## src/rtl/sc_backg_controller_pkg.sv

```systemverilog
// sc_backg_controller_pkg
// Shared definitions for the frogger background controller and the
// background register it commands: controller state encoding, game-stage
// (transition counter) constants and the shift-selection codes.
package sc_backg_controller_pkg;

  localparam int TC_W = 4;

  localparam logic [TC_W-1:0] TC_START = 4'd0;
  localparam logic [TC_W-1:0] TC_WIN   = 4'd9;

  typedef enum logic [2:0] {
    INIT,
    LOAD,
    START,
    TRANS,
    LEVEL,
    LOST,
    WON
  } state_e;

  typedef enum logic [1:0] {
    SHIFT_HOLD  = 2'b00,
    SHIFT_LEFT  = 2'b01,
    SHIFT_RIGHT = 2'b10
  } shift_e;

  // Advance to the next game stage, saturating at the win stage so the
  // stage counter can never leave the 0..9 range.
  function automatic logic [TC_W-1:0] next_stage(input logic [TC_W-1:0] tc);
    return (tc >= TC_WIN) ? TC_WIN : tc + 4'd1;
  endfunction

endpackage

```

## src/rtl/sc_backg_controller_if.sv

```systemverilog
// sc_backg_controller_if
// Groups the controller's game-event inputs and background-register command
// outputs.
//   master : game logic / stimulus side (drives start, tick, levelup, lose)
//   slave  : the controller (drives clear, load, shiftselection, stage count)
interface sc_backg_controller_if;
  import sc_backg_controller_pkg::*;

  logic            SC_BACKG_CONTROLLER_start_InLow;
  logic            SC_BACKG_CONTROLLER_tick_In;
  logic            SC_BACKG_CONTROLLER_levelup_In;
  logic            SC_BACKG_CONTROLLER_lose_In;
  logic            SC_BACKG_CONTROLLER_clear_OutLow;
  logic            SC_BACKG_CONTROLLER_load_OutLow;
  logic [1:0]      SC_BACKG_CONTROLLER_shiftselection_Out;
  logic [TC_W-1:0] SC_BACKG_CONTROLLER_transitioncounter_OutBUS;

  modport master (
    output SC_BACKG_CONTROLLER_start_InLow,
    output SC_BACKG_CONTROLLER_tick_In,
    output SC_BACKG_CONTROLLER_levelup_In,
    output SC_BACKG_CONTROLLER_lose_In,
    input  SC_BACKG_CONTROLLER_clear_OutLow,
    input  SC_BACKG_CONTROLLER_load_OutLow,
    input  SC_BACKG_CONTROLLER_shiftselection_Out,
    input  SC_BACKG_CONTROLLER_transitioncounter_OutBUS
  );

  modport slave (
    input  SC_BACKG_CONTROLLER_start_InLow,
    input  SC_BACKG_CONTROLLER_tick_In,
    input  SC_BACKG_CONTROLLER_levelup_In,
    input  SC_BACKG_CONTROLLER_lose_In,
    output SC_BACKG_CONTROLLER_clear_OutLow,
    output SC_BACKG_CONTROLLER_load_OutLow,
    output SC_BACKG_CONTROLLER_shiftselection_Out,
    output SC_BACKG_CONTROLLER_transitioncounter_OutBUS
  );

endinterface

```

## src/rtl/sc_backg_tickcounter.sv

```systemverilog
// sc_backg_tickcounter
// Counts animation ticks spent on a transition screen.
//   clk, rst : clock, asynchronous active-high reset
//   clr      : synchronous clear (has priority over en)
//   en       : count up by one this cycle
//   term     : high while the count equals TERMINAL
module sc_backg_tickcounter #(
  parameter int              WIDTH    = 4,
  parameter logic [WIDTH-1:0] TERMINAL = '1
) (
  input  logic clk,
  input  logic rst,
  input  logic clr,
  input  logic en,
  output logic term
);

  logic [WIDTH-1:0] count_q;
  logic [WIDTH-1:0] count_d;

  // Next count: clear wins over enable so a LOAD cycle always restarts at 0.
  always_comb begin
    count_d = count_q;
    if (clr) begin
      count_d = '0;
    end else if (en) begin
      count_d = count_q + WIDTH'(1);
    end
  end

  always_ff @(posedge clk or posedge rst) begin
    if (rst) begin
      count_q <= '0;
    end else begin
      count_q <= count_d;
    end
  end

  assign term = (count_q == TERMINAL);

endmodule

```

## src/rtl/sc_backg_controller.sv

```systemverilog
// sc_backg_controller
// Sequences the frogger background: start screen, transition screens,
// levels, lost and won screens. Commands the background register with
// clear/load strobes and a per-tick rotate selection, and publishes the
// current game stage.
//   SC_BACKG_CONTROLLER_CLOCK_50     : system clock, rising edge
//   SC_BACKG_CONTROLLER_RESET_InHigh : asynchronous active-high reset
//   bus (slave)                      : start/tick/levelup/lose in,
//                                      clear/load/shiftselection/stage out
// TRANSITION_TICKS (1..15): ticks spent on each transition screen.
module sc_backg_controller
  import sc_backg_controller_pkg::*;
#(
  parameter int TRANSITION_TICKS = 8
) (
  input  logic                  SC_BACKG_CONTROLLER_CLOCK_50,
  input  logic                  SC_BACKG_CONTROLLER_RESET_InHigh,
  sc_backg_controller_if.slave  bus
);

  logic clk;
  logic rst;
  assign clk = SC_BACKG_CONTROLLER_CLOCK_50;
  assign rst = SC_BACKG_CONTROLLER_RESET_InHigh;

  logic start_n;
  logic tick;
  logic levelup;
  logic lose;
  assign start_n = bus.SC_BACKG_CONTROLLER_start_InLow;
  assign tick    = bus.SC_BACKG_CONTROLLER_tick_In;
  assign levelup = bus.SC_BACKG_CONTROLLER_levelup_In;
  assign lose    = bus.SC_BACKG_CONTROLLER_lose_In;

  state_e          state_q;
  state_e          state_d;
  logic [TC_W-1:0] tc_q;
  logic [TC_W-1:0] tc_d;
  shift_e          shift_sel;
  logic            tk_clr;
  logic            tk_en;
  logic            tk_term;

  // The terminal count is TRANSITION_TICKS-1: the tick that would bring the
  // count to TRANSITION_TICKS ends the screen instead of incrementing.
  sc_backg_tickcounter #(
    .WIDTH    (4),
    .TERMINAL (4'(TRANSITION_TICKS - 1))
  ) u_tickcounter (
    .clk  (clk),
    .rst  (rst),
    .clr  (tk_clr),
    .en   (tk_en),
    .term (tk_term)
  );

  // Next state, next stage and the tick-aligned shift pulse. Every stage
  // change passes through LOAD, so the new stage is on the output in the
  // same cycle the load strobe is asserted.
  always_comb begin
    state_d   = state_q;
    tc_d      = tc_q;
    shift_sel = SHIFT_HOLD;
    tk_clr    = 1'b0;
    tk_en     = 1'b0;
    unique case (state_q)
      INIT: begin
        state_d = LOAD;
      end
      LOAD: begin
        tk_clr = 1'b1;
        // Stage 9 is odd, so the win check must precede the odd check.
        if (tc_q == TC_START) begin
          state_d = START;
        end else if (tc_q == TC_WIN) begin
          state_d = WON;
        end else if (tc_q[0]) begin
          state_d = TRANS;
        end else begin
          state_d = LEVEL;
        end
      end
      START: begin
        if (tick) begin
          shift_sel = SHIFT_LEFT;
        end
        if (!start_n) begin
          tc_d    = next_stage(TC_START);
          state_d = LOAD;
        end
      end
      TRANS: begin
        if (tick) begin
          shift_sel = SHIFT_RIGHT;
          if (tk_term) begin
            tc_d    = next_stage(tc_q);
            state_d = LOAD;
          end else begin
            tk_en = 1'b1;
          end
        end
      end
      LEVEL: begin
        // A collision outranks reaching the goal in the same cycle.
        if (lose) begin
          state_d = LOST;
        end else if (levelup) begin
          tc_d    = next_stage(tc_q);
          state_d = LOAD;
        end else if (tick) begin
          shift_sel = SHIFT_LEFT;
        end
      end
      LOST: begin
        if (!start_n) begin
          tc_d    = TC_START;
          state_d = LOAD;
        end
      end
      WON: begin
        if (!start_n) begin
          tc_d    = TC_START;
          state_d = LOAD;
        end
      end
      default: begin
        state_d = INIT;
      end
    endcase
  end

  always_ff @(posedge clk or posedge rst) begin
    if (rst) begin
      state_q <= INIT;
      tc_q    <= TC_START;
    end else begin
      state_q <= state_d;
      tc_q    <= tc_d;
    end
  end

  // Clear and load are decoded from mutually exclusive states, so they can
  // never be asserted together.
  assign bus.SC_BACKG_CONTROLLER_clear_OutLow             = (state_q != LOST);
  assign bus.SC_BACKG_CONTROLLER_load_OutLow              = (state_q != LOAD);
  assign bus.SC_BACKG_CONTROLLER_shiftselection_Out       = shift_sel;
  assign bus.SC_BACKG_CONTROLLER_transitioncounter_OutBUS = tc_q;

endmodule

```

## src/flat_wrapper.sv

```systemverilog
// flat-port wrapper written by rule: the top's interface ports become plain ports
module sc_backg_controller_flat import sc_backg_controller_pkg::*;
#(
  parameter int TRANSITION_TICKS = 8
)
  (SC_BACKG_CONTROLLER_CLOCK_50, SC_BACKG_CONTROLLER_RESET_InHigh, bus_SC_BACKG_CONTROLLER_start_InLow, bus_SC_BACKG_CONTROLLER_tick_In, bus_SC_BACKG_CONTROLLER_levelup_In, bus_SC_BACKG_CONTROLLER_lose_In, bus_SC_BACKG_CONTROLLER_clear_OutLow, bus_SC_BACKG_CONTROLLER_load_OutLow, bus_SC_BACKG_CONTROLLER_shiftselection_Out, bus_SC_BACKG_CONTROLLER_transitioncounter_OutBUS);
  sc_backg_controller_if bus_i ();
  input  logic SC_BACKG_CONTROLLER_CLOCK_50;
  input  logic SC_BACKG_CONTROLLER_RESET_InHigh;
  input wire logic [$bits(bus_i.SC_BACKG_CONTROLLER_start_InLow)-1:0] bus_SC_BACKG_CONTROLLER_start_InLow;
  input wire logic [$bits(bus_i.SC_BACKG_CONTROLLER_tick_In)-1:0] bus_SC_BACKG_CONTROLLER_tick_In;
  input wire logic [$bits(bus_i.SC_BACKG_CONTROLLER_levelup_In)-1:0] bus_SC_BACKG_CONTROLLER_levelup_In;
  input wire logic [$bits(bus_i.SC_BACKG_CONTROLLER_lose_In)-1:0] bus_SC_BACKG_CONTROLLER_lose_In;
  output wire logic [$bits(bus_i.SC_BACKG_CONTROLLER_clear_OutLow)-1:0] bus_SC_BACKG_CONTROLLER_clear_OutLow;
  output wire logic [$bits(bus_i.SC_BACKG_CONTROLLER_load_OutLow)-1:0] bus_SC_BACKG_CONTROLLER_load_OutLow;
  output wire logic [$bits(bus_i.SC_BACKG_CONTROLLER_shiftselection_Out)-1:0] bus_SC_BACKG_CONTROLLER_shiftselection_Out;
  output wire logic [$bits(bus_i.SC_BACKG_CONTROLLER_transitioncounter_OutBUS)-1:0] bus_SC_BACKG_CONTROLLER_transitioncounter_OutBUS;
  assign bus_i.SC_BACKG_CONTROLLER_start_InLow = bus_SC_BACKG_CONTROLLER_start_InLow;
  assign bus_i.SC_BACKG_CONTROLLER_tick_In = bus_SC_BACKG_CONTROLLER_tick_In;
  assign bus_i.SC_BACKG_CONTROLLER_levelup_In = bus_SC_BACKG_CONTROLLER_levelup_In;
  assign bus_i.SC_BACKG_CONTROLLER_lose_In = bus_SC_BACKG_CONTROLLER_lose_In;
  assign bus_SC_BACKG_CONTROLLER_clear_OutLow = bus_i.SC_BACKG_CONTROLLER_clear_OutLow;
  assign bus_SC_BACKG_CONTROLLER_load_OutLow = bus_i.SC_BACKG_CONTROLLER_load_OutLow;
  assign bus_SC_BACKG_CONTROLLER_shiftselection_Out = bus_i.SC_BACKG_CONTROLLER_shiftselection_Out;
  assign bus_SC_BACKG_CONTROLLER_transitioncounter_OutBUS = bus_i.SC_BACKG_CONTROLLER_transitioncounter_OutBUS;
  sc_backg_controller #(.TRANSITION_TICKS(TRANSITION_TICKS)) u_core (.SC_BACKG_CONTROLLER_CLOCK_50(SC_BACKG_CONTROLLER_CLOCK_50), .SC_BACKG_CONTROLLER_RESET_InHigh(SC_BACKG_CONTROLLER_RESET_InHigh), .bus(bus_i));
endmodule
```

## config.mk

```make
export PLATFORM = sky130hd
export DESIGN_NAME = sc_backg_controller_flat
export DESIGN_NICKNAME = d
export VERILOG_FILES = /design/src/rtl/sc_backg_controller_pkg.sv /design/src/rtl/sc_backg_controller_if.sv /design/src/rtl/sc_backg_tickcounter.sv /design/src/rtl/sc_backg_controller.sv /design/src/flat_wrapper.sv
export SDC_FILE = /design/constraint.sdc
export NUM_CORES = 1
export LEC_CHECK = 0
export CAP_MARGIN = 20
export CELL_PAD_IN_SITES_DETAIL_PLACEMENT = 0
export CELL_PAD_IN_SITES_GLOBAL_PLACEMENT = 1
export CORE_UTILIZATION = 35
export CTS_CLUSTER_SIZE = 28
export DETAILED_ROUTE_END_ITERATION = 10
export PLACE_DENSITY = 0.8
export SLEW_MARGIN = 20
export SYNTH_ARGS = -nofsm -noshare
export SYNTH_HDL_FRONTEND = slang
export SYNTH_SLANG_ARGS = --single-unit
```

## constraint.sdc

```tcl
create_clock -name SC_BACKG_CONTROLLER_CLOCK_50 -period 1.61 [get_ports SC_BACKG_CONTROLLER_CLOCK_50]
set_input_delay 0.161 -clock SC_BACKG_CONTROLLER_CLOCK_50 [delete_from_list [all_inputs] [get_ports SC_BACKG_CONTROLLER_CLOCK_50]]
set_output_delay 0.161 -clock SC_BACKG_CONTROLLER_CLOCK_50 [all_outputs]
set_load 0.005 [all_outputs]
```

Word-level counts from Yosys, hierarchy flattened
Index checks and enable logic that the tools add are counted.
{"block": "classes", "multipliers": 0, "order_cmp": 1, "n_mux": 28, "shifts": 0, "reduce_logical": 8, "n_eq_ne": 18, "n_bitwise": 0, "n_addsub": 2, "div_mod_pow": 0}
{"op": "$mux W4", "count": 9}
{"op": "$mux W3", "count": 8}
{"op": "$pmux W4 S4", "count": 1}
{"op": "$pmux W3 S5", "count": 1}
{"op": "$ne A2 B2 Y1 const B", "count": 6}
{"op": "$eq A3 B3 Y1 const B", "count": 3}
{"op": "$add A4 B1 Y4 const B", "count": 2}
{"op": "$reduce_and A7 Y1", "count": 1}
{"op": "$eq A3 B2 Y1 const B", "count": 2}
{"op": "$mux W1", "count": 6}
{"op": "$ne A3 B3 Y1 const B", "count": 2}
{"op": "$pmux W2 S3", "count": 1}
{"op": "$eq A4 B3 Y1 const B", "count": 1}
{"op": "$eq A4 B4 Y1 const B", "count": 1}
{"op": "$ge A4 B4 Y1 const B", "count": 1}
{"op": "$logic_not A4 Y1", "count": 1}
{"op": "$mux W2", "count": 2}
{"op": "$reduce_and A4 Y1", "count": 1}
{"op": "$reduce_bool A4 Y1", "count": 1}
{"op": "$eq A3 B1 Y1 const B", "count": 1}
{"op": "$logic_not A3 Y1", "count": 1}
{"op": "$ne A3 B1 Y1 const B", "count": 1}
{"op": "$reduce_or A3 Y1", "count": 1}
{"op": "$ne A2 B1 Y1 const B", "count": 1}
{"op": "other kinds (2)", "count": 2}
{"block": "totals", "latch_bits": 0, "romBits": 0, "mem_count": 0, "word_cells": 60, "ff_bits": 11, "output_inout_bits": 8, "ramBits": 0}

Longest topological paths before layout
Gate-level depths: netlist of the first run.
{"block": "depth", "word_depth": 6, "depth_mapped": 6, "ltp_nobuf": 6}

Hierarchy
From an unflattened synthesis of the first run, not the netlist that was laid out.
{"block": "hier_totals", "cells_unflattened": 98, "area_unflattened_um2": 819.5}
{"module": "sc_backg_controller", "cells_each": 79, "area_each_um2": 615.6, "seq_area_each_um2": 175.2, "instances": 1}
{"module": "sc_backg_tickcounter", "cells_each": 19, "area_each_um2": 203.9, "seq_area_each_um2": 100.1, "instances": 1}

Worst setup path after synthesis of the first run
Ideal clock, no wire load.
{"block": "synth_path", "path_type": "register to register", "start": "register u_core.tc_q[0] (netlist: u_core.bus.SC_BACKG_CONTROLLER_transitioncounter_OutBUS[0])", "end": "register u_core.tc_q[0] (netlist: u_core.bus.SC_BACKG_CONTROLLER_transitioncounter_OutBUS[0])", "path_slack_ns": -0.088, "setup_ns": 0.125, "arrival_time_ns": 1.572, "path_buffers": 0, "stages_incl_launch_ff": 7, "path_cell_list": "dfrtp_1 -> inv_1 -> ha_1 -> or3b_2 -> a22oi_4 -> a22o_1 -> mux2i_1"}
{"block": "synth_between", "elab_chain_cells": 5, "word_cells_on_any_way": 8, "classes_between": "add/sub: 1; order compare: 1; mux: 6"}
{"item": "start: declaration", "line": "sc_backg_controller.sv:37", "rtl": "logic [TC_W-1:0] tc_q;"}
{"item": "start signal: assignment", "line": "sc_backg_controller.sv:138", "rtl": "tc_q <= tc_d;"}
{"item": "$add A4 B1 Y4 or $ge A4 B4 Y1 (tied branches)", "line": "sc_backg_controller_pkg.sv:31", "rtl": "return (tc >= TC_WIN) ? TC_WIN : tc + 4'd1;"}
{"item": "$mux W4 (*)", "line": "sc_backg_controller_pkg.sv:31"}
{"item": "$mux W4, on equally long branches", "line": "sc_backg_controller.sv:107, sc_backg_controller.sv:95"}
{"item": "$mux W4, on equally long branches", "line": "sc_backg_controller.sv:105, sc_backg_controller.sv:93"}
{"item": "$pmux W4 S4 (*)", "line": "sc_backg_controller.sv:66", "rtl": "unique case (state_q)"}
Mark *: on every way between the ends. The rest lies on a longest branch, timed or not. The select of a mux whose other input is x is not followed.
A chain may end at the register's enable or synchronous reset.

Worst setup path after layout of the first run
{"block": "layout_path", "start": "register u_core.state_q[1]", "end": "register u_core.tc_q[3] (netlist: u_core.bus.SC_BACKG_CONTROLLER_transitioncounter_OutBUS[3])"}
{"block": "layout_between", "elab_chain_cells": 4, "word_cells_on_any_way": 15, "classes_between": "eq/ne: 11; mux: 1; reduce/logical: 3"}
{"item": "start: declaration", "line": "sc_backg_controller.sv:35", "rtl": "state_e state_q;"}
{"item": "start signal: assignment", "line": "sc_backg_controller.sv:137", "rtl": "state_q <= state_d;"}
{"item": "$eq A3 B3 Y1", "line": "sc_backg_controller.sv:66"}
{"item": "$reduce_or A2 Y1 (no line)"}
{"item": "$ne A2 B2 Y1 (no line) or $reduce_bool A4 Y1 (tied branches)"}
{"item": "$reduce_and A7 Y1 (no line)"}
Several ways; a longest one is shown, not always the timed one.

==> results of run 1 <==
==> report_power, final <==
group	internal, mW	switching (mW)
clock network	0.0960	0.0963
logic	0.811	0.621
registers	0.382	0.117
total	1.29	0.834
==> stage by stage <==
stage	util	cells	area, um^2
after CTS	0.537	153	1200
after global placement	0.505	145	1130
after floorplan	-	88	843
after global routing	0.560	156	1250
final	0.560	156	1250
after detailed placement	0.505	145	1130
==> critical path, stage by stage, from the launching register on <==
cell and delay [ns]:
dfrtp_1 0.40, buf_6 0.13, buf_6 0.13, nor4bb_4 0.27, nor3_2 0.11, or2_4 0.29
o22a_1 0.20
==> path summary, 6_finish.rpt <==
| check | from | to | cells after the start |
|---|---|---|---|
| setup reg to reg | u_core.state_q[1]$_DFFE_PP0P_ | flip-flop | 6 |
| min in group SC_BACKG_CONTROLLER_CLOCK_50 | u_core.u_tickcounter.count_q[1]$_DFFE_PP0P_ | u_core.u_tickcounter.count_q[1]$_DFFE_PP0P_ | 2 |
| hold / removal | SC_BACKG_CONTROLLER_RESET_InHigh | u_core.u_tickcounter.count_q[1]$_DFFE_PP0P_ | 2 |
| max in group asynchronous | SC_BACKG_CONTROLLER_RESET_InHigh | u_core.state_q[0]$_DFFE_PP0P_ | 2 |
| setup / recovery | u_core.state_q[1]$_DFFE_PP0P_ | flip-flop | 6 |
| hold reg to reg | u_core.u_tickcounter.count_q[1]$_DFFE_PP0P_ | u_core.u_tickcounter.count_q[1]$_DFFE_PP0P_ | 2 |
==> layout make-up <==
type	count	area, um^2	area share
Timing Repair Buffer	40	338	0.270
Clock buffer	4	26.3	0.0210
Inverter	6	22.5	0.0180
Tap cell	28	35.0	0.0280
Multi-Input combinational cell	67	552	0.441
Sequential cell	11	278	0.222
==> cell families (layout without fill, tap and decap cells) <==
logic type	after synthesis	in the layout	share of synthesized area
simple gates	32	32	0.237
compound gates	24	24	0.232
flops	11	11	0.328
buf+inv	10	50	0.0641
fa+ha+maj	4	4	0.0596
mux	4	4	0.0477
xor+xnor	3	3	0.0313
==> layout by cell type, fill, tap and decap left out, drive strengths merged, types with 3 or more instances in the layout <==
cell | netlist | layout
buf | 3 | 28
dfrtp | 11 | 11
clkdlybuf4s50 | 0 | 8
o21ai | 7 | 7
inv | 6 | 6
nand2b | 5 | 5
clkbuf | 1 | 5
mux2i | 4 | 4
nand2 | 4 | 4
nor2 | 4 | 4
a21oi | 4 | 4
ha | 4 | 4
xor2 | 3 | 3
nand3 | 3 | 3
nor3 | 3 | 3
==> registers in the layout (all words and copies together) (netlist names) <==
| register | count |
|---|---|
| u_core.state_q | 3 |
| u_core.u_tickcounter.count_q | 4 |
| u_core.bus.SC_BACKG_CONTROLLER_transitioncounter_OutBUS | 4 |
==> layer usage <==
layer  track usage  wire length (um)  vias to the layer above
li1              -                 -                      407
met1         0.243              1000                      390
met2         0.305              1000                       16
met3        0.0179                59                        5
met4        0.0833                39                        0
met5             0                 0                        -
==> timing repair <==
item,in CTS,in global routing
endpoints found under the setup margin,4,8
buffers inserted,4,3
resized for setup,13,13
pin swaps,0,8
==> results.sh, run 1 <==
export IMPL_critPathKind="flip-flop to flip-flop"
export IMPL_cp_end_kind="flip-flop"
export IMPL_irDropWorstVdd_mv=0.865
export IMPL_rsz0062_at_grt="yes"
export IMPL_yosys_warnings=0
export IMPL_tightest_slew_ns=0.443
export IMPL_async_flop_share=1.00
export IMPL_n_fill_cell=219
export IMPL_die_y_um=51.0
export IMPL_relSlewSlack=0.705
export IMPL_portBuffers=13
export IMPL_holdWs_ns=0.185
export IMPL_dp_slack_ns=-0.205
export IMPL_grt_pass1_wl_um=3590
export IMPL_synth_cell_types=39
export IMPL_first_pass_iters=4
export IMPL_avgRoutedWirePerCell_um=13.5
export IMPL_worstPathArrival_ns=1.79
export IMPL_cap_viol_max_count=0
export IMPL_yosys_top_cells_count="11 x dfrtp_1, 6 x inv_1, 5 x nand2b_1, 5 x o21ai_0"
export IMPL_r2r_slack_ns=-0.02
export IMPL_yosysTopAreaCellShare=0.328
export IMPL_timing_final_ws_setup_ns=-0.0163
export IMPL_die_x_um=51.0
export IMPL_wl_um=2100
export IMPL_syn_to_final_growth_pct=49.0
export IMPL_cts_made_buffers=3
export IMPL_ys_seq_area_frac=0.328
export IMPL_yosys_most_used_dff="dfrtp_1"
export IMPL_drtIter0Drc=14
export IMPL_ys_ff_latch=11
export IMPL_period_minus_slack_ns=1.63
export IMPL_final_layout_size_suffix_gt1_frac=0.391
export IMPL_crit_fanout=7
export IMPL_clock_sinks=11
export IMPL_clkLatencyLatePin_ns=0.27
export IMPL_clock_skew_ns=0.000420
export IMPL_drv_slew=0
export IMPL_num_rows=17
export IMPL_synth_most_common_cell="dfrtp_1"
export IMPL_cts_hold_buf=0
export IMPL_cts_tree="yes"
export IMPL_avgSynthCellArea_um2=9.54
export IMPL_synth_fp_nets=98
export IMPL_grt_max_degree=12
export IMPL_post_route_period_util=1.01
export IMPL_setup_violations=1
export IMPL_routed_via_density=5.24
export IMPL_grt_use_total=0.185
export IMPL_worstPathRequired_ns=1.77
export IMPL_place_congestion=0.777
export IMPL_run_status="finished with violations"
export IMPL_syn_inst=88
export IMPL_remaining_drc_errors=0
export IMPL_cts_buffer_depth=2
export IMPL_nets=139
export IMPL_finalPower_mw=2.12
export IMPL_cellLeakagePower_nw=0.584
export IMPL_overflow=0
export IMPL_power_density_nw_per_um2=1700
export IMPL_fmax_mhz=615
export IMPL_htreeDepth=1
export IMPL_pin_count=14
export IMPL_vias=818
export IMPL_hold_viol=0
export IMPL_syn_cell_area_um2=840
export IMPL_n_antenna_cell=0
export IMPL_die_area_um2=2600
export IMPL_violations="setup timing"
export IMPL_grt_pass1_vias=822
export IMPL_start_util=0.376
export IMPL_hold_path_class="input port to async pin"
export IMPL_core_area_um2=2230
export IMPL_yosys_top_cells_area="dfrtp_1 33%, ha_1 6.0%, mux2i_1 4.8%, nand2b_1 3.7%, xor2_1 3.1%"
export IMPL_hpwl_um=1480
export IMPL_cts_root_buf="clkbuf_4"
export IMPL_synth_top_cell_by_area="dfrtp_1"
export IMPL_clk_transition_reported_paths_ns=0.07
export IMPL_synth_edf_count=0
export IMPL_startpoint_type="flip-flop"
export IMPL_fin_setup_tns_ns=-0.0163
export IMPL_postRouteAntennaNets=0
export IMPL_antenna_found_initial=0
Power figures use the tool's default switching activity.
==> run 2, diff against run 1 <==
--- a/config.mk
+++ b/config.mk
@@ -11,8 +11,9 @@
 export CORE_UTILIZATION = 35
 export CTS_CLUSTER_SIZE = 28
 export DETAILED_ROUTE_END_ITERATION = 10
-export PLACE_DENSITY = 0.8
+export PLACE_DENSITY_LB_ADDON = 0.3
 export SLEW_MARGIN = 20
 export SYNTH_ARGS = -nofsm -noshare
 export SYNTH_HDL_FRONTEND = slang
 export SYNTH_SLANG_ARGS = --single-unit
+export TNS_END_PERCENT = 10
==> run 2 against run 1 <==
The flow now finishes without violations. Final cell count down 1.3%. Count of clock-buffer cells in the layout unchanged. Sequential cell count stayed put. Die area did not move. Global-route usage fell by 1.0 points. Critical path type unchanged. Largest cell class unchanged. Largest power group unchanged.
==> results.sh, run 2 (same netlist as run 1, synthesis figures left out) <==
export IMPL_cts_buffer_depth=2
export IMPL_clock_sinks=11
export IMPL_p_int_mw=1.27
export IMPL_relSlewSlack=0.705
export IMPL_final_layout_size_suffix_gt1_frac=0.373
export IMPL_start_util=0.376
export IMPL_worstPathRequired_ns=1.76
export IMPL_core_area_um2=2230
export IMPL_n_antenna_cell=0
export IMPL_cp_startpoint="u_core.state_q[2]$_DFFE_PP0P_"
export IMPL_p_sw_mw=0.829
export IMPL_overflow=0
export IMPL_startpoint_type="flip-flop"
export IMPL_fin_setup_tns_ns=0
export IMPL_grt_max_degree=12
export IMPL_final_cell_mix="24 x buf_4, 10 x dfrtp_1, 9 x clkdlybuf4s50_1"
export IMPL_grt_pass1_wl_um=3350
export IMPL_reg2reg_depth=6
export IMPL_rsz0062_at_grt="yes"
export IMPL_drv_slew=0
export IMPL_num_rows=17
export IMPL_fmax_mhz=628
export IMPL_p_sw_frac=0.394
export IMPL_critPathMaxStageDelay_ns=0.38
export IMPL_cellLeakagePower_nw=0.575
export IMPL_cts_hold_buf=0
export IMPL_run_status="finished clean"
export IMPL_postRouteAntennaNets=0
export IMPL_grt_use_total=0.175
export IMPL_die_y_um=51.0
export IMPL_antenna_found_initial=0
export IMPL_period_minus_slack_ns=1.59
export IMPL_worstPathCellList="buf_4, nand2b_4, buf_4, o221a_4, or2_4, o22a_1"
export IMPL_hold_viol=0
export IMPL_cp_end_kind="flip-flop"
export IMPL_first_pass_iters=4
export IMPL_hold_path_class="input port to async pin"
export IMPL_nets=137
export IMPL_grt_pass1_vias=793
export IMPL_seqPwrFrac=0.237
export IMPL_drtIter0Drc=17
export IMPL_layout_commonest_cell="buf_4"
export IMPL_clkLatencyLatePin_ns=0.26
export IMPL_post_route_period_util=0.989
export IMPL_die_area_um2=2600
export IMPL_cap_viol_max_count=0
export IMPL_cts_root_buf="clkbuf_4"
export IMPL_power_frac_comb=0.673
export IMPL_critPathKind="flip-flop to flip-flop"
export IMPL_syn_to_final_growth_pct=49.2
export IMPL_cts_made_buffers=3
export IMPL_seqCellArea_um2=277
export IMPL_r2r_slack_ns=0.02
export IMPL_remaining_drc_errors=0
export IMPL_die_x_um=51.0
export IMPL_r2r_start="u_core.state_q[2]$_DFFE_PP0P_"
export IMPL_power_density_nw_per_um2=1680
export IMPL_clock_skew_ns=0.00153
export IMPL_cts_tree="yes"
export IMPL_hpwl_um=1630
export IMPL_multi_input_area_um2=576
export IMPL_n_fill_cell=214
export IMPL_tightest_slew_ns=0.442
export IMPL_clock_power_share=0.089
export IMPL_worstPathArrival_ns=1.74
export IMPL_stdcell_area_um2=1250
export IMPL_clk_transition_reported_paths_ns=0.07
export IMPL_avgRoutedWirePerCell_um=13.9
export IMPL_placed_cell_area_um2=1140
export IMPL_slowest_stage="dfrtp_1"
export IMPL_wl_um=2140
export IMPL_routed_via_density=5.22
export IMPL_crit_path_frequent_cell="buf_4"
export IMPL_vias=804
export IMPL_place_congestion=0.746
export IMPL_portBuffers=13
export IMPL_irDropWorstVdd_mv=0.921
export IMPL_crit_fanout=4
export IMPL_htreeDepth=1
export IMPL_setup_violations=0
export IMPL_pin_count=14
[run 2: cell types whose count changed in the layout (fill, tap and decap cells not counted), sizes merged]
cell           change
clkbuf             -1
clkdlybuf4s50      +1
buf                -2
[run 2: final cells by class]
| type | instances | area share |
|---|---|---|
| multi-input cells | 67 | 0.460 |
| repair buffers | 38 | 0.253 |
| well taps | 28 | 0.0280 |
| flip-flops and latches | 11 | 0.221 |
| inverters | 6 | 0.0180 |
| clock buffers | 4 | 0.0210 |
[run 2: routing by layer]
metal	part of all wire	vias up	track usage
li1	-	398	-
met1	0.43	389	0.207
met2	0.52	15	0.311
met3	0.039	2	0.0179
met4	0.012	0	0.0833
met5	0	-	0
[run 2: worst max-delay path, delay by kind of cell (launching register included)]
family / cells / cell delay [ns]
buf+inv: 2 / 0.28
simple gates: 2 / 0.40
flops: 1 / 0.38
compound gates: 2 / 0.43
[run 2: power by group through the flow]
stage | clock, mW | combinational (mW) | sequential (mW)
2_1_floorplan | 0 | 0.745 | 0.499
3_3_place_gp | 0 | 1.28 | 0.487
3_5_place_dp | 0 | 1.30 | 0.495
4_1_cts | 0.192 | 1.33 | 0.489
5_1_grt | 0.201 | 1.56 | 0.515
6_report | 0.188 | 1.42 | 0.499
[run 2: through the flow]
step	power [mW]	util	cells	hold slack (ns)	worst slack, ns
after floorplan	1.24	-	88	0.0134	0.0662
after global placement	1.77	0.511	147	0.481	-0.181
after detailed placement	1.80	0.511	147	0.492	-0.196
after CTS	2.02	0.532	152	0.207	-0.0287
after global routing	2.27	0.561	154	0.249	-0.0250
final	2.10	0.561	154	0.195	0.0183
[run 2: worst min path at each step]
stage,start,end,cells after the start
final,SC_BACKG_CONTROLLER_RESET_InHigh,u_core.u_tickcounter.count_q[1]$_DFFE_PP0P_,2
after global routing,SC_BACKG_CONTROLLER_RESET_InHigh,u_core.u_tickcounter.count_q[1]$_DFFE_PP0P_,2
after CTS,SC_BACKG_CONTROLLER_RESET_InHigh,u_core.u_tickcounter.count_q[2]$_DFFE_PP0P_,2
after detailed placement,SC_BACKG_CONTROLLER_RESET_InHigh,u_core.u_tickcounter.count_q[1]$_DFFE_PP0P_,2
after global placement,SC_BACKG_CONTROLLER_RESET_InHigh,u_core.u_tickcounter.count_q[0]$_DFFE_PP0P_,2
after floorplan,SC_BACKG_CONTROLLER_RESET_InHigh,async pin,1
[run 2: timing repair]
action / CTS / global route
setup endpoints to repair: 5 / 6
buffers inserted: 1 / 2
gates resized for setup: 10 / 10
cloned: 0 / 0
pin swaps: 1 / 1
==> run 3, diff against run 2 <==
--- a/config.mk
+++ b/config.mk
@@ -11,6 +11,7 @@
 export CORE_UTILIZATION = 35
 export CTS_CLUSTER_SIZE = 28
 export DETAILED_ROUTE_END_ITERATION = 10
+export GPL_TIMING_DRIVEN = 0
 export PLACE_DENSITY_LB_ADDON = 0.3
 export SLEW_MARGIN = 20
 export SYNTH_ARGS = -nofsm -noshare
==> run 3 against run 2 <==
The run now ends with setup timing left. Final area down 9.7%. Count of clock-buffer cells in the layout unchanged. Power down 9.1%. Core utilization down 5.4 points. Die area unchanged. Global-route usage down 0.18 points. Clock skew up 0.00092 ns. Register-to-register slack worse by 0.099 ns. Combinational power down 15%. Final cell count down 9.1%. Worst hold slack worse by 0.016 ns. Wire length down 6.9%.
==> results.sh, run 3 (same netlist as run 1, synthesis figures left out) <==
export IMPL_drtIter0Drc=9
export IMPL_run_status="finished with violations"
export IMPL_num_rows=17
export IMPL_grt_pass1_wl_um=3380
export IMPL_worstPathArrival_ns=1.85
export IMPL_start_util=0.376
export IMPL_routed_via_density=5.44
export IMPL_first_pass_iters=4
export IMPL_crit_fanout=5
export IMPL_power_density_nw_per_um2=1690
export IMPL_drv_slew=0
export IMPL_die_area_um2=2600
export IMPL_violations="setup timing"
export IMPL_nets=123
export IMPL_clk_transition_reported_paths_ns=0.07
export IMPL_post_route_period_util=1.05
export IMPL_clock_skew_ns=0.00246
export IMPL_holdWs_ns=0.179
export IMPL_final_layout_size_suffix_gt1_frac=0.313
export IMPL_hold_viol=0
export IMPL_cp_end_kind="flip-flop"
export IMPL_pin_count=14
export IMPL_fmax_mhz=591
export IMPL_setup_violations=3
export IMPL_overflow=0
export IMPL_cts_tree="yes"
export IMPL_vias=761
export IMPL_wl_um=1990
export IMPL_clock_sinks=11
export IMPL_grt_pass1_vias=790
export IMPL_final_cell_mix="9 x buf_4, 9 x clkdlybuf4s50_1, 9 x dfrtp_1"
export IMPL_worstPathRequired_ns=1.76
export IMPL_relSlewSlack=0.701
export IMPL_hold_path_class="input port to async pin"
export IMPL_portBuffers=13
export IMPL_critPathKind="flip-flop to flip-flop"
export IMPL_cts_made_buffers=3
export IMPL_place_congestion=0.770
export IMPL_finalPower_mw=1.91
export IMPL_avgRoutedWirePerCell_um=14.2
export IMPL_htreeDepth=1
export IMPL_tightest_slew_ns=0.445
export IMPL_cap_viol_max_count=0
export IMPL_cts_buffer_depth=2
export IMPL_cts_root_buf="clkbuf_4"
export IMPL_postRouteAntennaNets=0
export IMPL_die_x_um=51.0
export IMPL_cellLeakagePower_nw=0.495
export IMPL_irDropWorstVdd_mv=0.951
export IMPL_startpoint_type="flip-flop"
export IMPL_n_antenna_cell=0
export IMPL_core_area_um2=2230
export IMPL_clkLatencyLatePin_ns=0.27
export IMPL_hpwl_um=1380
export IMPL_r2r_slack_ns=-0.08
export IMPL_period_minus_slack_ns=1.69
export IMPL_die_y_um=51.0
export IMPL_antenna_found_initial=0
export IMPL_timing_final_ws_setup_ns=-0.0810
export IMPL_syn_to_final_growth_pct=34.7
export IMPL_grt_use_total=0.173
export IMPL_grt_max_degree=12
export IMPL_rsz0062_at_grt="yes"
export IMPL_remaining_drc_errors=0
export IMPL_cts_hold_buf=0
==> run 3: changes by cell type in the layout (fill, tap and decap cells not counted), sizes merged <==
cell	before	now
buf	26	11
dlymetal6s2s	1	2
clkbuf	4	6
dlygate4sd2	2	0
==> run 3: power by group <==
part | switching, mW | internal, mW
Combinational | 0.550 | 0.650
Sequential | 0.141 | 0.382
Clock | 0.0939 | 0.0959
==> run 3: repair_timing <==
item | 4_1_cts | 5_1_grt
setup endpoints to repair | 7 | 7
cloned | 0 | 0
setup buffers | 6 | 2
gates resized for setup | 10 | 12
pin swaps | 1 | 0
==> run 3: per-stage QoR <==
step                      worst slack (ns)  area, um^2  TNS (ns)  instances   util
after floorplan                     0.0662         843         0         88      -
after global placement              -0.184        1010    -0.584        129  0.452
after detailed placement            -0.209        1010    -0.583        129  0.452
after CTS                           -0.117        1090    -0.421        138  0.486
after global routing                -0.187        1130    -0.534        140  0.506
final                              -0.0810        1130    -0.157        140  0.506
==> run 3: area by class of cell <==
type / count / area, um^2
fillers: 229 / 1100
multi-input cells: 67 / 554
flip-flops and latches: 11 / 278
repair buffers: 21 / 185
well taps: 28 / 35.0
plain buffers: 3 / 30.0
clock buffers: 4 / 26.3
inverters: 6 / 22.5
==> run 3: critical path, cell delays in order (launching register included) <==
cell,delay (ns)
dfrtp_1,0.40
buf_6,0.13
buf_4,0.14
nor4bb_2,0.28
nor3_1,0.13
or2_4,0.27
o22a_1,0.20
==> run 3: routing by layer <==
metal / part of all wire / GRT usage / vias up
met4: 0.0045 / 0.0833 / 0
met1: 0.42 / 0.206 / 365
met2: 0.53 / 0.305 / 19
met3: 0.049 / 0.0208 / 2
li1: - / - / 375
met5: 0 / 0 / -
==> run 3: worst paths after layout <==
kind	cells past startpoint	to	startpoint
max in group asynchronous	2	async pin	SC_BACKG_CONTROLLER_RESET_InHigh
max	6	flip-flop	u_core.state_q[1]$_DFFE_PP0P_
min reg2reg	2	u_core.u_tickcounter.count_q[0]$_DFFE_PP0P_	u_core.u_tickcounter.count_q[0]$_DFFE_PP0P_
min in group SC_BACKG_CONTROLLER_CLOCK_50	2	u_core.u_tickcounter.count_q[0]$_DFFE_PP0P_	u_core.u_tickcounter.count_q[0]$_DFFE_PP0P_
min	2	u_core.u_tickcounter.count_q[3]$_DFFE_PP0P_	SC_BACKG_CONTROLLER_RESET_InHigh
max reg2reg	6	flip-flop	u_core.state_q[1]$_DFFE_PP0P_
